### config.mk
export PLATFORM = sky130hd
export DESIGN_NAME = mem_port_arbiter_flat
export DESIGN_NICKNAME = d
export VERILOG_FILES = /design/src/rtl/mem_port_arbiter_if.sv /design/src/rtl/mem_port_arbiter.sv /design/src/flat_wrapper.sv
export SDC_FILE = /design/constraint.sdc
export NUM_CORES = 1
export LEC_CHECK = 0
export ABC_AREA = 1
export CELL_PAD_IN_SITES_DETAIL_PLACEMENT = 0
export CELL_PAD_IN_SITES_GLOBAL_PLACEMENT = 1
export CORE_UTILIZATION = 25
export CTS_CLUSTER_DIAMETER = 150
export DETAILED_ROUTE_END_ITERATION = 6
export PLACE_DENSITY = 0.84
export SYNTH_ARGS = -nofsm -noshare
export SYNTH_HDL_FRONTEND = slang
export SYNTH_SLANG_ARGS = --single-unit
### constraint.sdc
create_clock -name clk -period 1.79 [get_ports clk]
set_input_delay 0.358 -clock clk [delete_from_list [all_inputs] [get_ports clk]]
set_output_delay 0.358 -clock clk [all_outputs]
set_load 0.005 [all_outputs]
### src/rtl/mem_port_arbiter_if.sv
// Pipeline-side and memory-side signals of the unified-memory port arbiter.
// The slave modport is the arbiter's view; master is the pipeline/memory side.
interface mem_port_arbiter_if #(
    parameter int AW = 32,
    parameter int DW = 32
);
    logic          if_req;
    logic [AW-1:0] if_addr;
    logic [DW-1:0] if_rdata;
    logic          if_done;
    logic          stall_if;

    logic          dm_req;
    logic          dm_we;
    logic [3:0]    dm_be;
    logic [AW-1:0] dm_addr;
    logic [DW-1:0] dm_wd;
    logic [DW-1:0] dm_rdata;
    logic          dm_done;
    logic          stall_dm;

    logic          mem_req;
    logic          mem_we;
    logic [3:0]    mem_be;
    logic [AW-1:0] mem_addr;
    logic [DW-1:0] mem_wd;
    logic [DW-1:0] mem_rdata;
    logic          mem_ack;

    logic          err;

    modport slave (
        input  if_req, if_addr,
        input  dm_req, dm_we, dm_be, dm_addr, dm_wd,
        input  mem_rdata, mem_ack,
        output if_rdata, if_done, stall_if,
        output dm_rdata, dm_done, stall_dm,
        output mem_req, mem_we, mem_be, mem_addr, mem_wd,
        output err
    );

    modport master (
        output if_req, if_addr,
        output dm_req, dm_we, dm_be, dm_addr, dm_wd,
        output mem_rdata, mem_ack,
        input  if_rdata, if_done, stall_if,
        input  dm_rdata, dm_done, stall_dm,
        input  mem_req, mem_we, mem_be, mem_addr, mem_wd,
        input  err
    );
endinterface

### src/rtl/mem_port_arbiter.sv
// Shares one single-port memory between fetch and data access, one transaction at a time.
// Request-to-done is 2 cycles plus memory latency (min 3); requesters stall via stall_if/stall_dm until done.
module mem_port_arbiter #(
    parameter int AW      = 32,
    parameter int DW      = 32,
    parameter int FAIR    = 0,
    parameter int TIMEOUT = 255
) (
    input  logic              clk,
    input  logic              rst,
    mem_port_arbiter_if.slave bus
);
    typedef enum logic [1:0] {
        IDLE    = 2'd0,
        DM_BUSY = 2'd1,
        IF_BUSY = 2'd2,
        DONE    = 2'd3
    } state_t;

    localparam logic [7:0] TIMEOUT_C = 8'(TIMEOUT);

    state_t        state_q, state_d;
    logic [7:0]    cnt_q, cnt_d;
    logic          last_grant_q, last_grant_d;   // 1 = DM owned the latest grant
    logic          mem_req_q, mem_req_d;
    logic          mem_we_q, mem_we_d;
    logic [3:0]    mem_be_q, mem_be_d;
    logic [AW-1:0] mem_addr_q, mem_addr_d;
    logic [DW-1:0] mem_wd_q, mem_wd_d;
    logic [DW-1:0] if_rdata_q, if_rdata_d;
    logic [DW-1:0] dm_rdata_q, dm_rdata_d;
    logic          err_q, err_d;

    logic grant_dm, grant_if;
    logic busy, ack_hit, timeout;
    logic if_done, dm_done;

    assign busy    = (state_q == DM_BUSY) || (state_q == IF_BUSY);
    assign ack_hit = busy && bus.mem_ack;
    // An ack arriving in the final watchdog cycle still wins over the abort.
    assign timeout = busy && !bus.mem_ack && ((cnt_q + 8'd1) == TIMEOUT_C);

    always_comb begin
        grant_dm = 1'b0;
        grant_if = 1'b0;
        if (state_q == IDLE) begin
            if (bus.dm_req && bus.if_req) begin
                grant_dm = (FAIR != 0) ? ~last_grant_q : 1'b1;
                grant_if = ~grant_dm;
            end else begin
                grant_dm = bus.dm_req;
                grant_if = bus.if_req;
            end
        end
    end

    always_ff @(posedge clk) begin
        if (rst) begin
            state_q <= IDLE;
        end else begin
            state_q <= state_d;
        end
    end

    always_comb begin
        state_d = state_q;
        case (state_q)
            IDLE: begin
                if (grant_dm) begin
                    state_d = DM_BUSY;
                end else if (grant_if) begin
                    state_d = IF_BUSY;
                end
            end
            DM_BUSY, IF_BUSY: begin
                if (ack_hit || timeout) begin
                    state_d = DONE;
                end
            end
            DONE:    state_d = IDLE;
            default: state_d = IDLE;
        endcase
    end

    always_comb begin
        if_done = 1'b0;
        dm_done = 1'b0;
        if (state_q == DONE) begin
            dm_done = last_grant_q;
            if_done = ~last_grant_q;
        end
    end

    always_comb begin
        cnt_d        = busy ? (cnt_q + 8'd1) : 8'd0;
        last_grant_d = last_grant_q;
        mem_req_d    = mem_req_q;
        mem_we_d     = mem_we_q;
        mem_be_d     = mem_be_q;
        mem_addr_d   = mem_addr_q;
        mem_wd_d     = mem_wd_q;
        if_rdata_d   = if_rdata_q;
        dm_rdata_d   = dm_rdata_q;
        err_d        = err_q;

        if (grant_dm) begin
            mem_req_d    = 1'b1;
            mem_we_d     = bus.dm_we;
            mem_be_d     = bus.dm_be;
            mem_addr_d   = bus.dm_addr;
            mem_wd_d     = bus.dm_wd;
            last_grant_d = 1'b1;
        end else if (grant_if) begin
            mem_req_d    = 1'b1;
            mem_we_d     = 1'b0;
            mem_be_d     = 4'hF;
            mem_addr_d   = bus.if_addr;
            last_grant_d = 1'b0;
        end

        if (ack_hit || timeout) begin
            mem_req_d = 1'b0;
            if (state_q == DM_BUSY) begin
                if (timeout) begin
                    dm_rdata_d = '0;
                end else if (!mem_we_q) begin
                    dm_rdata_d = bus.mem_rdata;
                end
            end else begin
                if_rdata_d = timeout ? '0 : bus.mem_rdata;
            end
        end

        if (timeout) begin
            err_d = 1'b1;
        end
    end

    always_ff @(posedge clk) begin
        if (rst) begin
            cnt_q        <= 8'd0;
            last_grant_q <= 1'b0;
            mem_req_q    <= 1'b0;
            mem_we_q     <= 1'b0;
            mem_be_q     <= 4'h0;
            mem_addr_q   <= '0;
            mem_wd_q     <= '0;
            if_rdata_q   <= '0;
            dm_rdata_q   <= '0;
            err_q        <= 1'b0;
        end else begin
            cnt_q        <= cnt_d;
            last_grant_q <= last_grant_d;
            mem_req_q    <= mem_req_d;
            mem_we_q     <= mem_we_d;
            mem_be_q     <= mem_be_d;
            mem_addr_q   <= mem_addr_d;
            mem_wd_q     <= mem_wd_d;
            if_rdata_q   <= if_rdata_d;
            dm_rdata_q   <= dm_rdata_d;
            err_q        <= err_d;
        end
    end

    assign bus.if_done  = if_done;
    assign bus.dm_done  = dm_done;
    assign bus.stall_if = bus.if_req & ~if_done;
    assign bus.stall_dm = bus.dm_req & ~dm_done;
    assign bus.if_rdata = if_rdata_q;
    assign bus.dm_rdata = dm_rdata_q;
    assign bus.mem_req  = mem_req_q;
    assign bus.mem_we   = mem_we_q;
    assign bus.mem_be   = mem_be_q;
    assign bus.mem_addr = mem_addr_q;
    assign bus.mem_wd   = mem_wd_q;
    assign bus.err      = err_q;
endmodule

### src/flat_wrapper.sv
// flat-port wrapper written by rule: the top's interface ports become plain ports
module mem_port_arbiter_flat 
#(
    parameter int AW      = 32,
    parameter int DW      = 32,
    parameter int FAIR    = 0,
    parameter int TIMEOUT = 255
)
  (clk, rst, bus_if_req, bus_if_addr, bus_dm_req, bus_dm_we, bus_dm_be, bus_dm_addr, bus_dm_wd, bus_mem_rdata, bus_mem_ack, bus_if_rdata, bus_if_done, bus_stall_if, bus_dm_rdata, bus_dm_done, bus_stall_dm, bus_mem_req, bus_mem_we, bus_mem_be, bus_mem_addr, bus_mem_wd, bus_err);
  mem_port_arbiter_if #(.AW(AW), .DW(DW)) bus_i ();
  input  logic clk;
  input  logic rst;
  input wire logic [$bits(bus_i.if_req)-1:0] bus_if_req;
  input wire logic [$bits(bus_i.if_addr)-1:0] bus_if_addr;
  input wire logic [$bits(bus_i.dm_req)-1:0] bus_dm_req;
  input wire logic [$bits(bus_i.dm_we)-1:0] bus_dm_we;
  input wire logic [$bits(bus_i.dm_be)-1:0] bus_dm_be;
  input wire logic [$bits(bus_i.dm_addr)-1:0] bus_dm_addr;
  input wire logic [$bits(bus_i.dm_wd)-1:0] bus_dm_wd;
  input wire logic [$bits(bus_i.mem_rdata)-1:0] bus_mem_rdata;
  input wire logic [$bits(bus_i.mem_ack)-1:0] bus_mem_ack;
  output wire logic [$bits(bus_i.if_rdata)-1:0] bus_if_rdata;
  output wire logic [$bits(bus_i.if_done)-1:0] bus_if_done;
  output wire logic [$bits(bus_i.stall_if)-1:0] bus_stall_if;
  output wire logic [$bits(bus_i.dm_rdata)-1:0] bus_dm_rdata;
  output wire logic [$bits(bus_i.dm_done)-1:0] bus_dm_done;
  output wire logic [$bits(bus_i.stall_dm)-1:0] bus_stall_dm;
  output wire logic [$bits(bus_i.mem_req)-1:0] bus_mem_req;
  output wire logic [$bits(bus_i.mem_we)-1:0] bus_mem_we;
  output wire logic [$bits(bus_i.mem_be)-1:0] bus_mem_be;
  output wire logic [$bits(bus_i.mem_addr)-1:0] bus_mem_addr;
  output wire logic [$bits(bus_i.mem_wd)-1:0] bus_mem_wd;
  output wire logic [$bits(bus_i.err)-1:0] bus_err;
  assign bus_i.if_req = bus_if_req;
  assign bus_i.if_addr = bus_if_addr;
  assign bus_i.dm_req = bus_dm_req;
  assign bus_i.dm_we = bus_dm_we;
  assign bus_i.dm_be = bus_dm_be;
  assign bus_i.dm_addr = bus_dm_addr;
  assign bus_i.dm_wd = bus_dm_wd;
  assign bus_i.mem_rdata = bus_mem_rdata;
  assign bus_i.mem_ack = bus_mem_ack;
  assign bus_if_rdata = bus_i.if_rdata;
  assign bus_if_done = bus_i.if_done;
  assign bus_stall_if = bus_i.stall_if;
  assign bus_dm_rdata = bus_i.dm_rdata;
  assign bus_dm_done = bus_i.dm_done;
  assign bus_stall_dm = bus_i.stall_dm;
  assign bus_mem_req = bus_i.mem_req;
  assign bus_mem_we = bus_i.mem_we;
  assign bus_mem_be = bus_i.mem_be;
  assign bus_mem_addr = bus_i.mem_addr;
  assign bus_mem_wd = bus_i.mem_wd;
  assign bus_err = bus_i.err;
  mem_port_arbiter #(.AW(AW), .DW(DW), .FAIR(FAIR), .TIMEOUT(TIMEOUT)) u_core (.clk(clk), .rst(rst), .bus(bus_i));
endmodule
; Yosys cells after proc, flatten, opt, wreduce, memory -nomap -nowiden
; Index checks and enable logic that the tools add are counted.
[totals]
reg_bits = 146
latchBits = 0
ramBits = 0
rom_bits = 0
in_bits = 138
out_inout_bits = 139
elab_cells = 63
mem_count = 0
[op_classes]
add_sub_neg = 1
multipliers = 0
div = 0
n_lt_le_gt_ge = 0
n_eq_ne = 7
n_shift = 0
n_mux = 22
bitwise = 7
reduce_logical = 15
[op_table]
columns = op, n
row1 = 32-bit two-way mux, 5
row2 = 1-bit two-way mux, 11
row3 = 8-bit by 1-bit adder with 8-bit output (second input constant), 1
row4 = 8-bit equality test (second input constant), 1
row5 = 4-bit two-way mux, 2
row6 = 2-bit two-way mux, 3
row7 = 2-bit case mux with 3 select lines, 1
row8 = 2-bit OR reduction, 3
row9 = 1-bit NOT, 5
row10 = 2-bit equality test (second input constant), 2
row11 = 1-bit logical AND, 4
row12 = 2-bit AND reduction, 2
row13 = 3-bit by 1-bit != test with 1-bit output (second input constant), 1
row14 = 3-bit AND reduction, 1
row15 = 1-bit bitwise AND, 2
row16 = 2-bit by 1-bit equality test with 1-bit output (second input constant), 1
row17 = 2-bit logical NOT, 1
row18 = 1-bit logical OR, 2
row19 = 2-bit by 1-bit != test with 1-bit output (second input constant), 1
row20 = 2-bit != test (second input constant), 1
row21 = 2-bit nonzero test, 1
row22 = 1-bit logical NOT, 1

; Depth between registers and ports, before layout
[logic_depth]
word_depth = 7
mapped_depth = 14
ltp_nobuf = 13

; Least setup slack after synthesis
; No wires, ideal clock.
[synth_timing]
path_kind = flip-flop to flip-flop
from = register u_core.state_q[0]
to = register u_core.dm_rdata_q[15], in the netlist u_core.bus.dm_rdata[15]
arrival_time_ns = 1.798
slack_ns = -0.121
stages_incl_launch_ff = 13
n_path_buf = 1
synth_period_minus_slack_ns = 1.911
cell_sequence = dfxtp_1 > inv_1 > ha_1 > nand3_1 > nor2_1 > nand2_1 > nor2_1 > nand3_4 > nand2_4 > nand2_4 > buf_2 > nor2_1 > nor2_1
[synth_between]
elab_chain_cells = 6
elab_cells_between_ends = 10
classes_between = 3 x eq/ne / 1 x mux / 6 x reduce/logical
[synth_lines]
columns = item, line
row1 = "start, declared", mem_port_arbiter.sv:22  ; state_t state_q, state_d;
row2 = "start signal, assigned", mem_port_arbiter.sv:61  ; state_q <= state_d;
row3 = 2-bit by 1-bit equality test with 1-bit output or 2-bit equality test (tied branches), "mem_port_arbiter.sv:38, mem_port_arbiter.sv:123"
row4 = 1-bit logical OR, mem_port_arbiter.sv:38  ; assign busy = (state_q == DM_BUSY) || (state_q == IF_BUSY);
row5 = 1-bit logical AND (2 in a row), mem_port_arbiter.sv:41  ; assign timeout = busy && !bus.mem_ack && ((cnt_q + 8'd1) == TIMEOUT_C);
row6 = 2-bit != test (no source line) or 1-bit logical OR (tied branches), n/a
row7 = 3-bit AND reduction (no source line), n/a
row8 = "end signal, assigned", mem_port_arbiter.sv:160  ; dm_rdata_q <= dm_rdata_d;
row9 = "end, declared", mem_port_arbiter.sv:31  ; logic [DW-1:0] dm_rdata_q, dm_rdata_d;
; Parallel ways exist; a longest one is shown, timed or not.
; A chain may end at the register's enable or synchronous reset.

; Worst setup path after layout
[layout_timing]
from = register u_core.state_q[1]
to = register u_core.dm_rdata_q[26], in the netlist u_core.bus.dm_rdata[26]
; Same word-level chain as after synthesis.

==> out/summary.txt <==
DIE AREA - 24700 µm²
Final HPWL DP - 14600 µm
Hold Path Class - reg2reg
Syn_area_per_cell - 7.18 µm²
Max Fclk - 521 MHz
Peak supply drop - 681 µV
Failing checks - setup timing
Worst Hold Path Cells - 2
Worst setup margin - -129 ps
CTS root buffer - clkbuf_16
Start of the worst register-to-register path - u_core.state_q[1]
Hold endpoint - u_core.bus.err
Pleak - 4.32 nW
Avg WL per Cell - 14.5 µm
Slew HR - 75.2%
Fillers - 2350
Hold slack - 470 ps
Crit path time final - 1920 ps
Finished Core Util - 44.5%
Chip Width - 157 µm
Worst-path cell chain - inv_2, ha_4, nand3_2, nor2_1, nand2_1, nor2_2, nand3_4, buf_12, nand2_8, buf_6, nand2_8, nand2_2, nand2_2, nor2_1
Layout area overhead - 74.4%
Skew final - 11.6 ps
Xor/xnor cell area share of the yosys netlist - 0.146%
Final setup violation count - 65
First-pass GRT wire length - 32500 µm
Worst-path clk slew - 70 ps
Reg2reg setup slack - -130 ps
Status - finished, violations left
Synthesized Nets - 981
Top FF cell, synth - dfxtp_1
Final slew viol count - 0
Initial DRC count - 459
CP required - 2140 ps
Number of flops mapped to enable cells by yosys - 0
Max-cap check violation count - 0
CTS tree - yes
# DRC - 0
Critical Path End Type - flip-flop
Ys async rst share - 0%
Top cells by area, synth - dfxtp_1 49%, nor2_1 12%, nand2_1 9.1%, a21oi_1 6.0%, o21ai_0 5.7%
Main combinational cell family by area after synthesis - simple AND/OR/NAND/NOR gates
Vias per cell - 4.39
Row count - 56
Mux contribution to synthesized area - 0%
Synth warnings - 0
Share of layout cells above drive strength 1 - 15.4%
Critical path's slowest cell - dfxtp_2
Gr ovfl total - 0
Vias in the first global route - 6143
First drt pass iteration count - 5
Final wirelength - 21200 µm
Critical-path maximum fanout - 7
Cell Area, Synth - 6010 µm²
Final hold vios - 0
Clk sink count - 146
Initial core utilization - 25.5%
Simple-gate share of the synthesized area - 25.4%
WS Path Type - reg2reg
Hold path start - u_core.bus.err
Compound-Gate Fraction of Synth Area - 16.0%
Pin count of the biggest net entering global routing - 71
Worst skew pair latency - 420 ps
Antenna violations before repair - 0
All-Layer GR Usage - 17.0%
Die Y-Extent - 157 µm
H-tree depth - 4
Pre-CTS setup slack - -293 ps
#FFs+latches synth - 146
Reg2reg path depth - 14
Crit start category - flip-flop
CTS hold repair buffers - 0
Distinct cell type count after synthesis - 26
Sequential area share after synthesis - 48.6%
Routability cong. - 0.803
CTS Buffer Depth - 2
Largest area contributor in the netlist - dfxtp_1
Least-Margin Pin Slew - 371 ps
Count of input and output buffers - 276
Placement Cell Area - 9400 µm²
Post-route cell area - 10500 µm²
Power Dens Cells - 1390 nW/µm²
Vias after detailed routing - 6428
CP arrival - 2270 ps
Mapped Cells - 837
Boundary Pins - 277
ANT nets after route - 0
Unrepaired setup endpoints after global routing - yes
Synth Area in Adders - 1.25%
Total CTS buffers - 17
Post-synth top area share - 48.6%
Final Net Count - 1277
Fin crit share - 107%
Diodes inserted - 0
CP max stage delay - 350 ps
Core area - 23500 µm²
RR Endpoint - u_core.bus.dm_rdata[26]
power breakdown:
part	leakage, nW	internal [mW]	switching, mW
sequential	1.20	4.12	0.475
combinational	2.84	3.35	3.07
clock	0.279	1.89	1.62
total	4.32	9.36	5.17
per-layer routing:
layer  vias to the layer above  global-route usage [%]  wire [µm]
met5                         -                       0          0
met4                         0                    5.69        446
met3                        34                    5.48       1540
met2                       239                    28.3      10100
met1                      2871                    20.7       9100
li1                       3284                       -          -
critical path, delay by kind of cell (launching register included):
family | cells | cell delay [ps]
flip-flops | 1 | 350
buffers and inverters | 3 | 340
AND/OR/NAND/NOR | 10 | 880
adder cells (fa/ha/maj) | 1 | 270
placed cells by master (no fill, tap or decap), types with 16 or more instances in the layout:
cell	netlist	final
inv_1	69	63
nor2_1	185	173
buf_12	0	16
a21oi_1	72	72
nand3_1	38	31
o21ai_0	68	60
buf_4	1	31
dfxtp_1	146	140
clkdlybuf4s50_1	0	272
clkbuf_16	0	19
o22ai_1	32	32
nand2_1	145	112
nand2_2	1	26
area by class of cell:
type / count / area (µm²) / share of cell area, %
inverters: 72 / 274 / 2.61
flip-flops and latches: 146 / 2930 / 27.9
multi-input cells: 566 / 2880 / 27.5
well taps: 319 / 399 / 3.81
repair buffers: 330 / 3430 / 32.7
clock buffers: 18 / 439 / 4.19
clock inverters: 14 / 133 / 1.26
cells by family (layout without fill, tap and decap cells):
family | Yosys count | count (layout)
adder cells (fa/ha/maj) | 6 | 6
flip-flops | 146 | 146
AO/OA/AOI/OAI | 178 | 178
AND/OR/NAND/NOR | 379 | 381
XOR/XNOR | 1 | 1
buffers and inverters | 127 | 434
synthesized netlist by cell type (6+ instances only):
cell type,instances
nor2_1,185
o22ai_1,32
ha_1,6
o21ai_0,68
clkbuf_1,30
nand3_1,38
dfxtp_1,146
buf_1,10
buf_2,11
inv_1,69
nand2_1,145
a21oi_1,72
worst max path at each step:
stage	startpoint	to	slack [ps]	depth (start not counted)
detailed placement	bus_mem_ack	u_core.bus.if_rdata[27]	-290	12
finish	u_core.state_q[1]	u_core.bus.dm_rdata[26]	-130	14
global route	u_core.state_q[1]	u_core.bus.dm_rdata[26]	-230	14
global placement	bus_mem_ack	u_core.bus.if_rdata[27]	-250	12
floorplan	u_core.state_q[0]	u_core.bus.dm_rdata[7]	20	12
CTS	u_core.state_q[1]	u_core.bus.dm_rdata[0]	-40	13
stage by stage:
stage,instances,total power [mW],TNS [ps]
final,1465,14.5,-3840
after global routing,1465,15.5,-10700
after detailed placement,1419,10.3,-17880
after floorplan,837,7.26,0
after global placement,1419,10.3,-14190
after CTS,1457,14.2,-1530
sequential cells by signal, summed over array words and instances, names as in the netlist, 2 cells and up:
name and count:
u_core.bus.if_rdata 32, u_core.cnt_q 8, u_core.bus.mem_wd 32, u_core.bus.mem_be 4, u_core.bus.mem_addr 32, u_core.state_q 2
u_core.bus.dm_rdata 32
repair_timing:
action	4_1_cts	5_1_grt
endpoints found under the setup margin	70	107
pin swaps	7	11
resized for setup	68	49
buffers inserted	4	5
gates cloned	2	4
No activity file was read; power rests on OpenSTA's default activity.
